$ cat src/rtl/rpi_irq_scheduler.sv
// Round-robin interrupt scheduler toward the Raspberry Pi interrupt line.
// Define IRQ_TIMEOUT_EN to add the ack timeout and the sticky timeout_err port.
module rpi_irq_scheduler #(
    parameter int N_SRC          = 4,
    parameter int ID_W           = 2,
    parameter int PULSE_CYCLES   = 64,
    parameter int HOLDOFF_CYCLES = 16,
    parameter int TIMEOUT_CYCLES = 50000
) (
    input  logic             clk_in,
    input  logic             reset,
    input  logic [N_SRC-1:0] req,
    input  logic             rpi_ack,
    output logic             interrupt_enable,
    output logic [ID_W-1:0]  irq_id,
    output logic [N_SRC-1:0] irq_pending,
    output logic             busy
`ifdef IRQ_TIMEOUT_EN
    ,
    output logic             timeout_err
`endif
);

    localparam int M1 = (PULSE_CYCLES > HOLDOFF_CYCLES) ?
                        PULSE_CYCLES : HOLDOFF_CYCLES;
    localparam int CNT_MAX = (M1 > TIMEOUT_CYCLES) ? M1 : TIMEOUT_CYCLES;
    localparam int CNT_W = $clog2(CNT_MAX + 1);

    typedef enum logic [1:0] {
        IDLE,
        ASSERT,
        WAIT_ACK,
        HOLDOFF
    } state_t;

    state_t             state, state_n;
    logic [CNT_W-1:0]   cnt, cnt_n;
    logic [ID_W-1:0]    rr_ptr, rr_n;
    logic [ID_W-1:0]    id_n, grant, next_rr;
    logic [N_SRC-1:0]   req_d, pend_n, rot;
    logic               ie_n, busy_n, clr, found;
    logic               ack_s1, ack_s2, ack_s3, ack_evt;
`ifdef IRQ_TIMEOUT_EN
    logic               terr_n;
`endif

    assign ack_evt = ack_s2 & ~ack_s3;
    assign next_rr = ID_W'((int'(irq_id) + 1) % N_SRC);

    // Rotate so bit 0 is the source at rr_ptr; first set bit wins.
    always_comb begin
        rot   = N_SRC'({irq_pending, irq_pending} >> rr_ptr);
        grant = '0;
        found = 1'b0;
        for (int i = 0; i < N_SRC; i++) begin
            if (!found && rot[i]) begin
                grant = ID_W'((int'(rr_ptr) + i) % N_SRC);
                found = 1'b1;
            end
        end
    end

    always_comb begin
        state_n = state;
        cnt_n   = cnt + 1'b1;
        ie_n    = interrupt_enable;
        id_n    = irq_id;
        rr_n    = rr_ptr;
        clr     = 1'b0;
`ifdef IRQ_TIMEOUT_EN
        terr_n  = timeout_err;
`endif
        unique case (state)
            IDLE: begin
                cnt_n = '0;
                if (|irq_pending) begin
                    state_n = ASSERT;
                    id_n    = grant;
                    ie_n    = 1'b1;
                end
            end
            ASSERT: begin
                if (ack_evt) begin
                    ie_n    = 1'b0;
                    clr     = 1'b1;
                    rr_n    = next_rr;
                    cnt_n   = '0;
                    state_n = HOLDOFF;
                end else if (cnt == CNT_W'(PULSE_CYCLES - 1)) begin
                    ie_n    = 1'b0;
                    cnt_n   = '0;
                    state_n = WAIT_ACK;
                end
            end
            WAIT_ACK: begin
                if (ack_evt) begin
                    clr     = 1'b1;
                    rr_n    = next_rr;
                    cnt_n   = '0;
                    state_n = HOLDOFF;
`ifdef IRQ_TIMEOUT_EN
                end else if (cnt == CNT_W'(TIMEOUT_CYCLES - 1)) begin
                    terr_n  = 1'b1;
                    rr_n    = next_rr;
                    cnt_n   = '0;
                    state_n = HOLDOFF;
                end
`else
                end else begin
                    cnt_n   = cnt;
                end
`endif
            end
            HOLDOFF: begin
                if (cnt == CNT_W'(HOLDOFF_CYCLES - 1)) begin
                    cnt_n   = '0;
                    state_n = IDLE;
                end
            end
            default: begin
                state_n = IDLE;
                ie_n    = 1'b0;
                cnt_n   = '0;
            end
        endcase
        busy_n = (state_n != IDLE);
    end

    // A new edge on the same edge as the completing clear keeps the bit set.
    always_comb begin
        pend_n = irq_pending;
        for (int i = 0; i < N_SRC; i++) begin
            if (clr && irq_id == ID_W'(i)) begin
                pend_n[i] = 1'b0;
            end
        end
        pend_n = pend_n | (req & ~req_d);
    end

    always_ff @(posedge clk_in) begin
        if (reset) begin
            state            <= IDLE;
            cnt              <= '0;
            interrupt_enable <= 1'b0;
            irq_id           <= '0;
            irq_pending      <= '0;
            busy             <= 1'b0;
            rr_ptr           <= '0;
            req_d            <= '0;
            ack_s1           <= 1'b0;
            ack_s2           <= 1'b0;
            ack_s3           <= 1'b0;
        end else begin
            state            <= state_n;
            cnt              <= cnt_n;
            interrupt_enable <= ie_n;
            irq_id           <= id_n;
            irq_pending      <= pend_n;
            busy             <= busy_n;
            rr_ptr           <= rr_n;
            req_d            <= req;
            ack_s1           <= rpi_ack;
            ack_s2           <= ack_s1;
            ack_s3           <= ack_s2;
        end
    end

`ifdef IRQ_TIMEOUT_EN
    always_ff @(posedge clk_in) begin
        if (reset) begin
            timeout_err <= 1'b0;
        end else begin
            timeout_err <= terr_n;
        end
    end
`endif

endmodule

$ cat config.mk
export PLATFORM = sky130hd
export DESIGN_NAME = rpi_irq_scheduler
export DESIGN_NICKNAME = d
export VERILOG_FILES = /design/src/rtl/rpi_irq_scheduler.sv
export SDC_FILE = /design/constraint.sdc
export NUM_CORES = 1
export LEC_CHECK = 0
export ABC_AREA = 1
export CAP_MARGIN = 20
export CORE_MARGIN = 4
export CORE_UTILIZATION = 60
export CTS_BUF_LIST = sky130_fd_sc_hd__clkbuf_4
export CTS_CLUSTER_DIAMETER = 150
export DETAILED_ROUTE_END_ITERATION = 6
export PLACE_DENSITY = 0.81
export SKIP_LAST_GASP = 1
export SLEW_MARGIN = 20
export SYNTH_ARGS = -nofsm -noshare
export SYNTH_HDL_FRONTEND = slang
export SYNTH_SLANG_ARGS = --single-unit
export TNS_END_PERCENT = 20
$ cat constraint.sdc
create_clock -name clk_in -period 2.2 [get_ports clk_in]
set_input_delay 0.44 -clock clk_in [delete_from_list [all_inputs] [get_ports clk_in]]
set_output_delay 0.44 -clock clk_in [all_outputs]
set_load 0.02 [all_outputs]
==> impl_results.md, run 1 <==
- Status: finished clean
- Worst-Margin Slew: between 500 and 600 ps
- Core Rows: 20
- Fmax: between 500 and 600 MHz
- Worst Path Required: approximately 1800 ps
- Worst Hold Launch: ack_s1
- Hold Vio Cnt, Final: 0
- Power per cell area: roughly 620 mW/mm^2
- DP Cell Count: 357
- Hold Path Stages: 2
- Tot GR Track Use: 0.208
- PostCTS Resize Cnt: 0
- Hold-fix buffers, CTS: 0
- Flop2flop setup slack: 540 ps
- Die Wd: approximately 66 um
- Antenna violations before repair: 0
- Core Area: ~0.0032 mm^2
- Routed vias/inst: 4.99
- # clock sinks: 35
- PnR worst setup slack: around 330 ps
- CTS clock-pin slew for the worst setup and hold paths: 120 ps
- TritonCTS clock tree: built
- FF-to-FF Start: state[0]
- Post-synthesis cell type count: 31
- Min Tclk post-route: 1870 ps
- Post-synth top area cell: dfxtp_1
- Maximum root-to-sink buffer count: 2
- Final core occ: 0.725
- Starting density of the core: 0.648
- Syn Area/Cell: roughly 6.7 um^2
- Die span in y: roughly 66 um
- GRT Residual Overflow: 0
- Pre-CTS setup slack: between 500 and 600 ps
- Final Total Pwr: 1430 uW
- Buf/Inv on CP: 1
- Ranking of synthesized cells by area: dfxtp_1 34%, nand2_1 14%, inv_1 7.9%, nand3_1 7.4%, nor2_1 7.2%
- Crit end category: primary output
- VDD IR max: 376 uV
- RSZ-0062 raised after global routing: false
- Worst setup path start: irq_pending[3]
- Routed vias: 1822
- Vias in the first global route: around 1700
- H-tree Lvls: 2
- Slowest cell on crit path: clkdlybuf4s50_1
- Top-area cell type share of the netlist area: 0.343
- Hold Crit Class: flip-flop to flip-flop
- WP data arrival: about 1400 ps
- Final Non-Filler Cells: 365
- WL final: ~4100 um
- Post-CTS Setup Inserts: 0
- Reg2Reg Depth: 10
- Remaining DRCs: 0
- Clock latency on the worst-skew pair: between 300 and 400 ps
- Initial detailed-routing violation count: 119
- Routed WL per cell: between 10 and 15 um
- Setup_tns: 0 ps
- Layout cells sized above 1: 0.121
- #FFs+latches synth: 35
- Routed Antenna Nets: 0
- Largest net degree at the start of global routing: 16
- CP top delay family: buffers and inverters
- Area growth from synthesis to layout: 11.9%
- Post-DP HPWL: between 3000 and 4000 um
- Period utilization: 0.852
- Worst path depth: 1
- IO Port Bufs: 14
- Final setup fails: 0
- Full die area: between 0.004 and 0.005 mm^2
- Root Buffer: clkbuf_4
- Layout Nets: approximately 340
- Hold Path End: ack_s2
- ANT cells: 0
- Reg-to-reg endpoint: cnt[13]
- Slew margin rel.: 0.645
- Fin. max-slew vios: 0
- Static Leak: around 0.0011 uW
- Post-Synthesis Cells: 303
- Critical Path Fanout Max: 5
- Synth Cell Area: 0.00204 mm^2
- Inserted Clock Buffers: 5
- Slowest stage delay, CP: between 600 and 700 ps
- Drt first pass iters: 4
- CP startpoint kind: flip-flop
- IO Pins: 15
- Synthesized Nets: about 320
- First-pass GRT wire length: ~7100 um
- Clock Skews: 11.3 ps
- GP Congestion: between 0.8 and 0.9
- Sequential cell area fraction in the yosys report: 0.343
- Ys Warns: 0
- Max-cap viol count: 0
- Crit-path cells: clkdlybuf4s50_1
- Setup CP Type: flip-flop to primary output
## state kept, by name, summed over array words and instances, names as in the netlist
register,count
ack_s1,1
ack_s2,1
ack_s3,1
busy,1
cnt,16
interrupt_enable,1
irq_id,2
irq_pending,4
req_d,4
rr_ptr,2
state,2
## cells in the final DEF, fill, tap and decap left out, drive strengths merged, types with 2 or more instances in the layout
cell type	synthesis	final
a21oi	14	14
clkbuf	2	5
clkdlybuf4s50	0	14
clkinv	0	2
dfxtp	35	35
ha	9	9
inv	44	44
nand2	79	79
nand3	34	34
nand4	3	3
nor2	55	55
nor3	3	3
o211ai	2	2
o21ai	10	10
xor2	5	5
## worst reg2reg max path, delay by kind of cell (launching register included)
family                   cells  cell delay (ps)
adder cells (fa/ha/maj)      1              250
flip-flops                   1              370
buffers and inverters        1               80
AND/OR/NAND/NOR              8              880
## through the flow
step | hold slack, ps | area [um^2]
floorplan | 388 | 2040
global route | 451 | 2290
detailed placement | 404 | 2200
CTS | 421 | 2290
global placement | 402 | 2200
finish | 417 | 2290
## how the worst max path moves through the flow
| stage | end | slack [ps] |
|---|---|---|
| global placement | cnt[13] | 590 |
| floorplan | cnt[13] | 680 |
| global route | irq_pending[3] | 250 |
| CTS | irq_pending[3] | 320 |
| detailed placement | cnt[13] | 530 |
| finish | irq_pending[3] | 330 |
## cell type report
type                            instances  area (um^2)
Sequential cell                        35          701
Multi-Input combinational cell        219         1140
Fill cell                             292          867
Timing Repair Buffer                   15          148
Inverter                               44          165
Clock buffer                            5         37.5
Tap cell                               44         55.1
Clock inverter                          3         43.8
## cells by family after synthesis
family	Yosys count	synth area share
and+or+nand+nor	176	0.399
buffers and inverters	49	0.100
DFF	35	0.343
AOI/OAI and AO/OA	28	0.0766
adders and majority gates	9	0.0551
xor gates and xnor gates	6	0.0257
## metal layers
metal	global-route usage	up-vias	part of all wire
li1	-	984	-
met5	0	-	0
met1	0.291	795	0.52
met2	0.311	36	0.43
met3	0.0459	7	0.036
met4	0.0761	0	0.016
## synth_stat cells (all sizes together)
master / number
xor2: 5
inv: 44
o21ai: 10
a211oi: 1
o22ai: 1
clkbuf: 2
nand3b: 1
dfxtp: 35
a21oi: 14
xnor2: 1
or2: 1
o211ai: 2
buf: 3
nand4: 3
nand2: 79
nor2: 55
nand3: 34
nor3: 3
ha: 9
## report_power, final
part / switching (uW) / internal [uW] / total [uW]
Combinational: 160 / 102 / 262
Clock: 235 / 239 / 474
Sequential: 27.4 / 663 / 691
Power figures use the tool's default switching activity.
==> inputs of run 2 (changes only) <==
--- a/config.mk
+++ b/config.mk
@@ -7,12 +7,11 @@
 export LEC_CHECK = 0
 export ABC_AREA = 1
 export CAP_MARGIN = 20
-export CORE_MARGIN = 4
 export CORE_UTILIZATION = 60
 export CTS_BUF_LIST = sky130_fd_sc_hd__clkbuf_4
 export CTS_CLUSTER_DIAMETER = 150
 export DETAILED_ROUTE_END_ITERATION = 6
-export PLACE_DENSITY = 0.81
+export PLACE_DENSITY = 0.91
 export SKIP_LAST_GASP = 1
 export SLEW_MARGIN = 20
 export SYNTH_ARGS = -nofsm -noshare
==> run 2 against run 1 <==
  * Combinational power about the same
  * Final cell count unchanged
  * Sequential share of layout area is 0.32 points higher
  * Clock power fell by 27%
  * Count of clock-buffer cells in the layout did not move
  * Die area is 17% lower
  * Via count increased by 5.5%
  * Register-to-register slack lost 20 ps
  * Sequential power is essentially flat
  * Worst setup slack about the same
  * Critical endpoint unchanged
  * Largest cell class unchanged
  * Highest routed layer unchanged
==> impl_results.md, run 2 (same netlist as run 1, synthesis figures left out) <==
- Vias in the first global route: 1707 (+2.8%)
- Pre-CTS setup slack: 524 ps (-10.6 ps)
- First-pass GRT wire length: 6820 um (-4.5%)
- Final setup fails: 0 (unchanged)
- Power per cell area: 576 mW/mm^2 (-7.7%)
- RSZ-0062 raised after global routing: false
- Biggest regs: cnt (16), irq_pending (4), req_d (4)
- Root Buffer: clkbuf_4
- PnR worst setup slack: 326 ps (-0.00900 ps)
- Crit-path cells: clkdlybuf4s50_1
- Period utilization: 0.852 (about the same)
- Reg with most FFs: cnt
- WP data arrival: 1430 ps (about the same)
- Routed WL per cell: 11.3 um (+2.1%)
- Buf/Inv on CP: 1 (unchanged)
- ANT cells: 0 (unchanged)
- Layout cells sized above 1: 0.121 (unchanged)
- Antenna violations before repair: 0 (unchanged)
- Post-DP HPWL: 3100 um (+1.2%)
- Die Wd: 60.3 um (-9.0%)
- Largest register FFs: 16 (unchanged)
- Min Tclk post-route: 1870 ps (+0.00900 ps)
- Status: finished clean
- Worst path depth: 1 (unchanged)
- Drt first pass iters: 4 (unchanged)
- WL final: 4140 um (+2.1%)
- PostCTS Resize Cnt: 0 (unchanged)
- IO Pins: 15 (unchanged)
- Max-cap viol count: 0 (unchanged)
- Static Leak: 0.00106 uW (-1.7%)
- Post-DP Area: 0.00220 mm^2 (unchanged)
- Die span in y: 60.3 um (-9.0%)
- Tot GR Track Use: 0.249 (+0.0407)
- Starting density of the core: 0.653 (+0.00518)
- Hold Path Stages: 2 (unchanged)
- Maximum root-to-sink buffer count: 2 (unchanged)
- Fin Hold WS: 412 ps (-4.71 ps)
- IO Port Bufs: 14 (unchanged)
- Post-CTS Setup Inserts: 0 (unchanged)
- Most frequent cells in the layout: 74 x nand2_1, 43 x inv_1, 39 x nor2_1, 35 x dfxtp_1, 30 x nand3_1
- Worst-Margin Slew: 522 ps (-8.72 ps)
- CP top delay family: buffers and inverters
- Fin. max-slew vios: 0 (unchanged)
- GP Congestion: 0.874 (+1.2%)
- Initial detailed-routing violation count: 116 (-2.5%)
- Slowest cell on crit path: clkdlybuf4s50_1
- DP Cell Count: 357 (unchanged)
- Core Area: 0.00313 mm^2 (-0.79%)
- Hold-fix buffers, CTS: 0 (unchanged)
- Core Rows: 20 (unchanged)
- VDD IR max: 426 uV (+13%)
- Slowest stage delay, CP: 640 ps (about the same)
- GRT Residual Overflow: 0 (unchanged)
- Hold Crit Class: flip-flop to flip-flop
- Routed Antenna Nets: 0 (unchanged)
- Routed vias: 1922 (+5.5%)
- TritonCTS clock tree: built
- CTS clock-pin slew for the worst setup and hold paths: 120 ps (about the same)
- Crit end category: primary output
- Fmax: 533 MHz (about the same)
- Routed vias/inst: 5.27 (+5.5%)
- CP startpoint kind: flip-flop
- Area growth from synthesis to layout: 10.8%
- # clock sinks: 35 (unchanged)
- Largest net degree at the start of global routing: 16 (unchanged)
- Layout Nets: 336 (unchanged)
- Critical Path Fanout Max: 5 (unchanged)
- Clock Skews: 10.1 ps (-1.12 ps)
- Worst Path Required: 1760 ps (about the same)
- Cell area after layout: 0.00226 mm^2 (-1.0%)
- Hold Vio Cnt, Final: 0 (unchanged)
- Setup CP Type: flip-flop to primary output
- Remaining DRCs: 0 (unchanged)
- Commonest non-fill, non-tap cell in the layout: nand2_1
- Full die area: 0.00364 mm^2 (-17%)
- Clock latency on the worst-skew pair: 340 ps (about the same)
- Slew margin rel.: 0.651 (+0.00583)
- Final Non-Filler Cells: 365 (unchanged)
- Inserted Clock Buffers: 5 (unchanged)
- Setup_tns: 0 ps (unchanged)
- H-tree Lvls: 2 (unchanged)
- Reg2Reg Depth: 10 (unchanged)
## run 2: changes by cell type in the layout (fill, tap and decap cells not counted), sizes merged
cell      change
clkinvlp      +2
bufinv        -1
clkinv        -1
## run 2: layout make-up
type,instances,area (um^2)
multi-input combinational,219,1140
clock buffer,5,37.5
sequential,35,701
tap,44,55.1
timing repair buffer,15,148
inverter,44,165
clock inverter,3,20.0
fill,259,866
## run 2: power breakdown
part / switching (uW) / total, uW / internal, uW
registers: 28.8 / 692 / 663
clock network: 226 / 348 / 122
logic: 160 / 263 / 102
## run 2: final timing paths
path,from,end,slack [ps]
setup reg to reg,state[0],cnt[13],520
setup / recovery,irq_pending[3],irq_pending[3],330
hold reg to reg,ack_s1,ack_s2,410
hold / removal,ack_s1,ack_s2,410
## run 2: stage by stage
stage / utilization / power (uW)
after floorplan: - / 886
after global placement: 0.705 / 957
after detailed placement: 0.705 / 965
after CTS: 0.723 / 1310
after global routing: 0.723 / 1370
final: 0.723 / 1300
## run 2: routing by layer
layer / track usage / share of wire / vias up
li1: - / - / 986
met1: 0.304 / 0.47 / 873
met2: 0.419 / 0.46 / 55
met3: 0.0490 / 0.047 / 8
met4: 0.123 / 0.015 / 0
met5: 0 / 0 / -
